File: src/rtl/fp_normalize_stage.sv
// fp_normalize_stage: iterative FP16 mantissa normalizer feeding the round/pack stage.
// Ports: clk, rst_n (sync, active-low); in_valid/in_ready + in_mantissa[18:0],
//   in_exponent[6:0] (signed), in_sign; out_valid/out_ready + out_mantissa[17:0],
//   out_exponent[4:0], out_sign. Params: SHIFT_STEP = max left shift per cycle.
module fp_normalize_stage #(
  parameter int SHIFT_STEP = 4
) (
  input  logic        clk,
  input  logic        rst_n,
  input  logic        in_valid,
  output logic        in_ready,
  input  logic [18:0] in_mantissa,
  input  logic [6:0]  in_exponent,
  input  logic        in_sign,
  output logic        out_valid,
  input  logic        out_ready,
  output logic [17:0] out_mantissa,
  output logic [4:0]  out_exponent,
  output logic        out_sign
);

  localparam logic [1:0] S_IDLE = 2'd0;
  localparam logic [1:0] S_NORM = 2'd1;
  localparam logic [1:0] S_DONE = 2'd2;

  localparam logic [4:0] STEP = 5'(SHIFT_STEP);

  logic [1:0]        state_q, state_d;
  logic [18:0]       m_q, m_d;
  logic signed [7:0] e_q, e_d;
  logic              s_q, s_d;
  logic [17:0]       om_q, om_d;
  logic [4:0]        oe_q, oe_d;
  logic              os_q, os_d;

  logic [4:0]        lz;
  logic              found;
  logic [4:0]        sh;
  logic signed [7:0] e_sub;

  logic              go_done;
  logic              cand_zero;
  logic [18:0]       cand_m;
  logic signed [7:0] cand_e;

  // Leading zeros of the 18-bit field below the carry bit.
  always_comb begin
    lz    = '0;
    found = 1'b0;
    for (int i = 17; i >= 0; i--) begin
      if (!found) begin
        if (m_q[i]) found = 1'b1;
        else        lz    = lz + 5'd1;
      end
    end
  end

  assign sh    = (lz < STEP) ? lz : STEP;
  assign e_sub = e_q - $signed({3'b000, sh});

  always_comb begin
    state_d   = state_q;
    m_d       = m_q;
    e_d       = e_q;
    s_d       = s_q;
    om_d      = om_q;
    oe_d      = oe_q;
    os_d      = os_q;
    go_done   = 1'b0;
    cand_zero = 1'b0;
    cand_m    = m_q;
    cand_e    = e_q;

    unique case (state_q)
      S_IDLE: begin
        if (in_valid) begin
          m_d     = in_mantissa;
          e_d     = {in_exponent[6], in_exponent};
          s_d     = in_sign;
          state_d = S_NORM;
        end
      end
      S_NORM: begin
        if (m_q[18]) begin
          // Carry: shift right once, folding the lost bit into sticky.
          cand_m  = {1'b0, m_q[18:2], m_q[1] | m_q[0]};
          cand_e  = e_q + 8'sd1;
          go_done = 1'b1;
        end else if (m_q == '0) begin
          cand_zero = 1'b1;
          go_done   = 1'b1;
        end else if (m_q[17]) begin
          go_done = 1'b1;
        end else if (e_sub < 8'sd1) begin
          cand_zero = 1'b1;
          go_done   = 1'b1;
        end else begin
          cand_m  = m_q << sh;
          cand_e  = e_sub;
          go_done = (sh == lz);
        end
        m_d = cand_m;
        e_d = cand_e;
        if (go_done) begin
          state_d = S_DONE;
          os_d    = s_q;
          if (cand_zero || cand_e <= 8'sd0) begin
            om_d = '0;
            oe_d = '0;
          end else if (cand_e >= 8'sd31) begin
            om_d = '0;
            oe_d = 5'd31;
          end else begin
            om_d = cand_m[17:0];
            oe_d = cand_e[4:0];
          end
        end
      end
      S_DONE: begin
        if (out_ready) state_d = S_IDLE;
      end
      default: state_d = S_IDLE;
    endcase
  end

  always_ff @(posedge clk) begin
    if (!rst_n) begin
      state_q <= S_IDLE;
      m_q     <= '0;
      e_q     <= '0;
      s_q     <= 1'b0;
      om_q    <= '0;
      oe_q    <= '0;
      os_q    <= 1'b0;
    end else begin
      state_q <= state_d;
      m_q     <= m_d;
      e_q     <= e_d;
      s_q     <= s_d;
      om_q    <= om_d;
      oe_q    <= oe_d;
      os_q    <= os_d;
    end
  end

  assign in_ready     = (state_q == S_IDLE);
  assign out_valid    = (state_q == S_DONE);
  assign out_mantissa = om_q;
  assign out_exponent = oe_q;
  assign out_sign     = os_q;

endmodule

File: config.mk
export PLATFORM = sky130hd
export DESIGN_NAME = fp_normalize_stage
export DESIGN_NICKNAME = d
export VERILOG_FILES = /design/src/rtl/fp_normalize_stage.sv
export SDC_FILE = /design/constraint.sdc
export NUM_CORES = 1
export LEC_CHECK = 0
export ABC_CLOCK_PERIOD_IN_PS = 40600
export CAP_MARGIN = 20
export CORE_UTILIZATION = 63
export CTS_CLUSTER_SIZE = 16
export DETAILED_ROUTE_END_ITERATION = 16
export GPL_TIMING_DRIVEN = 0
export MAX_ROUTING_LAYER = met4
export PLACE_DENSITY = 0.85
export SLEW_MARGIN = 5
export SYNTH_ARGS = -nofsm -noshare
export SYNTH_HDL_FRONTEND = slang
export SYNTH_SLANG_ARGS = --single-unit
File: constraint.sdc
create_clock -name clk -period 40.6 [get_ports clk]
set_input_delay 10.15 -clock clk [delete_from_list [all_inputs] [get_ports clk]]
set_output_delay 10.15 -clock clk [all_outputs]
set_load 0.005 [all_outputs]
* Yosys cells after proc, flatten, opt, wreduce, memory -nomap -nowiden
Cells that the tools add are included.
Operators by class: muxes and demuxes 100, shift-type cells 1, magnitude comparators 4, eq/ne operators 6, reduce and logical (&&, ||, !) cells 8, $add $sub $neg 19, bitwise gates (word level) 1
Operators by type and width (count):
- 5-bit 2-to-1 mux | 37
- 19-bit 2-to-1 mux | 5
- 5-bit by 1-bit adder with 5-bit output, second input constant | 17
- 8-bit 2-to-1 mux | 6
- 1-bit 2-to-1 mux | 44
- 19-bit one-hot mux with 2 select lines | 1
- 18-bit 2-to-1 mux | 2
- 19-bit zero test | 1
- 19-bit by 5-bit << shifter with 19-bit output | 1
- 8-bit one-hot mux with 2 select lines | 1
- 8-bit by 2-bit adder with 8-bit output, second input constant | 1
- 8-bit by 6-bit greater-or-equal comparator with 1-bit output, second input constant | 1
- 8-bit by 1-bit <= comparator with 1-bit output, second input constant | 1
- 8-bit by 2-bit < comparator with 1-bit output, second input constant | 1
- 8-bit by 6-bit subtractor with 8-bit output | 1
- 2-bit 2-to-1 mux | 3
- 2-bit one-hot mux with 3 select lines | 1
- 2-bit AND reduction | 3
- 5-bit equality test | 1
- 5-bit by 3-bit < comparator with 1-bit output, second input constant | 1
- 2-bit inequality test, second input constant | 2
- 3-bit AND reduction | 1
- 2-bit by 1-bit equality test with 1-bit output, second input constant | 1
- 2-bit equality test, second input constant | 1
- 5 further kinds | 5
Word-level totals: flip-flop bits (word level) 54, logic and storage cells 146, output and inout bits 26, input port bits 31

* Longest topological paths before layout
word-level depth 64, gate-level depth with buffers 77, mapped depth without buffers 72

* Least setup slack after synthesis
Ideal clock, no wire load.
path kind register to register, from register m_q[15], to register om_q[10], in the netlist out_mantissa[10], library setup time 117 ps, path buffers 4, clock period less this slack 14726 ps, slack 25874 ps, cell stages (with the launch flop) 74, arrival 14609 ps, data required time 40483 ps, cell sequence dfxtp_1 > clkbuf_1 > a21oi_1 > ha_1 > o31a_1 > ha_1 > nor4_1 > nor4_1 > ha_1 > mux2_2 > ha_1 > nor2b_1 > o21ai_0 > inv_1 > ha_1 > a32o_1 > ha_1 > mux2_2 > [... 38 more ...] > ha_1 > inv_1 > fa_1 > a21o_1 > a21oi_1 > mux2i_1 > a221oi_1 > nor2_1 > o31a_1 > nor2_1 > mux2_1 > mux2_2 > or3_1 > or3_1 > and4_1 > clkbuf_1 > buf_2 > a22o_1
Between the ends: cells in the longest elaborated chain, start to end 59, elaborated cells between the ends (all ways) 95, those cells by class add/sub (16); order compare (4); eq/ne (1); shift (1); mux (70); reduce/logical (3)
RTL lines:
- start, declared | RTL line 29 | logic [18:0] m_q, m_d;
- start signal, assigned | RTL line 137 | m_q <= m_d;
- 5-bit 2-to-1 mux | RTL line 52 | if (m_q[i]) found = 1'b1;
- 5-bit 2-to-1 mux | RTL line 51 | if (!found) begin
- 5-bit by 1-bit adder with 5-bit output | RTL line 53 | else lz = lz + 5'd1;
- 5-bit 2-to-1 mux | RTL line 52
- 5-bit 2-to-1 mux | RTL line 51
- 5-bit by 1-bit adder with 5-bit output | RTL line 53
- 5-bit 2-to-1 mux | RTL line 52
- 5-bit 2-to-1 mux | RTL line 51
- [... 43 more ...]
- 8-bit 2-to-1 mux | RTL line 94 | end else if (e_sub < 8'sd1) begin
- 8-bit 2-to-1 mux | RTL line 92 | end else if (m_q[17]) begin
- 8-bit 2-to-1 mux | RTL line 89 | end else if (m_q == '0) begin
- 8-bit 2-to-1 mux | RTL line 84 | if (m_q[18]) begin
- 8-bit 2-to-1 mux | RTL line 74 | unique case (state_q)
- 8-bit by 6-bit greater-or-equal comparator with 1-bit output / 8-bit by 1-bit <= comparator with 1-bit output (equally long branches) | RTL line 110, 107
- 18-bit 2-to-1 mux / 1-bit logical OR (equally long branches) | RTL line 110, 107
- 18-bit 2-to-1 mux | RTL line 107 | if (cand_zero || cand_e <= 8'sd0) begin
- end signal, assigned | RTL line 140 | om_q <= om_d;
- end, declared | RTL line 32 | logic [17:0] om_q, om_d;
Several ways; a longest one is shown, not always the timed one. The select of a mux whose other input is x is not followed. A chain may end at the register's enable or synchronous reset.

* Worst setup path after layout
from register m_q[17], to register om_q[8], in the netlist out_mantissa[8]
Between the ends: cells in the longest elaborated chain, start to end 64, elaborated cells between the ends (all ways) 101, those cells by class add/sub (18); order compare (4); eq/ne (1); shift (1); mux (74); reduce/logical (3)
RTL lines (RTL line):
- 1-bit 2-to-1 mux | 52
- 5-bit by 1-bit adder with 5-bit output | 53
- 5-bit 2-to-1 mux | 52
- 5-bit 2-to-1 mux | 51
- 5-bit by 1-bit adder with 5-bit output | 53
- 5-bit 2-to-1 mux | 52
- 5-bit 2-to-1 mux | 51
- 5-bit by 1-bit adder with 5-bit output | 53
- [... 48 more ...]
- 8-bit 2-to-1 mux | 94
- 8-bit 2-to-1 mux | 92
- 8-bit 2-to-1 mux | 89
- 8-bit 2-to-1 mux | 84
- 8-bit 2-to-1 mux | 74
- 8-bit by 6-bit greater-or-equal comparator with 1-bit output / 8-bit by 1-bit <= comparator with 1-bit output (equally long branches) | 110, 107
- 18-bit 2-to-1 mux / 1-bit logical OR (equally long branches) | 110, 107
- 18-bit 2-to-1 mux | 107
Several ways; a longest one is shown, not always the timed one. The select of a mux whose other input is x is not followed.

==> out/results.txt <==
syn_nets -> 745
commonest non-fill, non-tap cell in the layout -> nand2_1
dpl hpwl -> 12.5 mm
Die Y -> 94.7 µm
Ys Warns -> 0
Worst Tran Pin Value -> 0.688 ns
WS Path Type -> flip-flop to flip-flop
Total GRT Usage -> 37.6%
vias per cell -> 6.58
first-pass GRT wire length -> 25.5 mm
Max-Cap Viols -> 0
crit end category -> flip-flop
# hold bufs at CTS -> 0
number of global-route vias before repair -> 5268
worst-skew pair later-pin latency -> 0.32 ns
WL/cell -> 18.9 µm
IO Count -> 57
DRC errors left -> 0
initial core utilization -> 65.6%
Routability Congestion -> 0.961
Crit path largest cell delay -> 0.58 ns
post-cts resize count -> 0
Area Growth Syn to Fin -> 14.7%
Cell Rows -> 33
CP required -> 40.82 ns
Yosys reg bits -> 54
# diodes -> 0
Post-synth top flop -> dfxtp_1
Post-synth EDFFs -> 0
root buf cell -> clkbuf_8
Clock transition at path regs -> 0.11 ns
Max clock buf depth -> 2
largest net degree at the start of global routing -> 19
CP dominant cell by count -> ha_1
setup TNS after final layout -> 0 ns
fin. max-slew vios -> 0
Worst path top cell family by delay -> adder cells
sequential cell area fraction in the yosys report -> 20.0%
# setup viols final -> 0
remaining global-route overflow -> 0
# Post-CTS Setup Buffers -> 0
setup ws final -> 23.51 ns
nets@finish -> 808
DR iter-0 viols -> 587
Fin. Hold Viols -> 0
Setup WS pre-CTS -> 23.81 ns
post-layout util -> 75.2%
most frequent cells in the layout -> nand2_1 (69), clkdlybuf4s50_1 (56), dfxtp_1 (54)
CTS tree -> done
final period utilization -> 42.1%
initial antenna violation count -> 0
IO Port Bufs -> 56
crit path DAT -> 17.31 ns
WP buf/inv -> 7
via count -> 5674
worst-path fanout max -> 10
post-synthesis cell type count -> 80
Synth Area per Inst -> 7.81 µm²
RSZ-0062 raised after global routing -> no
Antenna Nets Post-Route -> 0
Max Clk Rate -> 58.5 MHz
clk_skew -> 0.00654 ns
Tmin final -> 17.09 ns
cts bufs inserted -> 5
DRT Wirelength -> 16.3 mm
type of origin of the critical path -> flip-flop
First-pass DRT Iterations -> 5
CP max stage cell -> nor2_1
share of post-route cells with drive strength above 1 -> 5.94%
clk sinks -> 54
Synth Cell Area -> 0.00541 mm²
Die Area -> 0.00897 mm²
Max-slew headroom -> 52.8%
outcome -> finished clean
ys async rst share -> 0%
chip width -> 94.7 µm
maximum level of the CTS H-tree -> 2
worst min path class -> flip-flop to flip-flop
core box area -> 0.00826 mm²
synthesized instance count -> 693
stage by stage:
step	instance area [µm²]	instances	hold WS [ns]
after floorplan	5410	693	0.443
after global placement	6110	854	0.447
after detailed placement	6110	854	0.450
after CTS	6210	862	0.475
after global routing	6210	862	0.495
final	6210	862	0.470
synthesized netlist by cell type (all sizes together), types with 8 or more instances:
cell type  instances  area (µm²)
clkbuf            41         154
mux2              11         124
nand3             17        90.1
xor2              14         123
o21ai             40         208
ha                20         250
a21boi            26         199
mux2i             45         450
nor2              41         154
o211ai            15         113
buf               14        83.8
a22o              14         123
and2              11        68.8
a22oi             22         165
nand2             69         259
nor3              15        85.1
nand2b            26         163
nor4               8        86.3
dfxtp             54        1080
xnor2             15         131
inv               18        67.6
nor2b             19         119
a21oi             28         140
sequential cells by signal, summed over array words and instances (netlist names):
register,flops
out_sign,1
m_q,19
out_exponent,5
state_q,2
s_q,1
e_q,8
out_mantissa,18
final cells by class:
cell class / instances / area [µm²]
multi-input cells: 566 / 4030
fillers: 631 / 2050
flip-flops and latches: 54 / 1080
clock buffers: 6 / 82.6
repair buffers: 56 / 561
inverters: 18 / 67.6
clock inverters: 2 / 20.0
plain buffers: 55 / 238
well taps: 105 / 131
cell families after synthesis:
logic type / Yosys count / share of synthesized area [%]
compound gates: 203 / 26.6
other cells: 1 / 0.0693
xor+xnor: 34 / 6.77
flops: 54 / 20.0
buf+inv: 73 / 5.64
simple gates: 247 / 24.4
mux: 57 / 11.0
fa+ha+maj: 24 / 5.55
worst min-delay path: stages, from the launching register on:
cell      delay (ns)
dfxtp_1         0.33
nand2_1         0.05
a21boi_1        0.05
final timing paths:
| path | start | endpoint | slack (ns) | cells after the start |
|---|---|---|---|---|
| min reg2reg | out_exponent[2]$_SDFFE_PN0P_ | out_exponent[2]$_SDFFE_PN0P_ | 0.47 | 2 |
| min | out_exponent[2]$_SDFFE_PN0P_ | out_exponent[2]$_SDFFE_PN0P_ | 0.47 | 2 |
| max | m_q[17]$_SDFFE_PN0P_ | out_mantissa[8]$_SDFFE_PN0P_ | 23.51 | 73 |
| max reg2reg | m_q[17]$_SDFFE_PN0P_ | out_mantissa[8]$_SDFFE_PN0P_ | 23.51 | 73 |
layer usage:
layer / part of all wire (%) / vias up / global-route usage, %
met5: 0 / - / -
met4: 2.3 / 0 / 12.6
met3: 9.1 / 40 / 7.00
met2: 46 / 330 / 60.6
met1: 43 / 2634 / 47.2
li1: - / 2670 / -
Power is not shown: default switching activity piles up to over one toggle a cycle in this logic, so the estimate is an artifact.
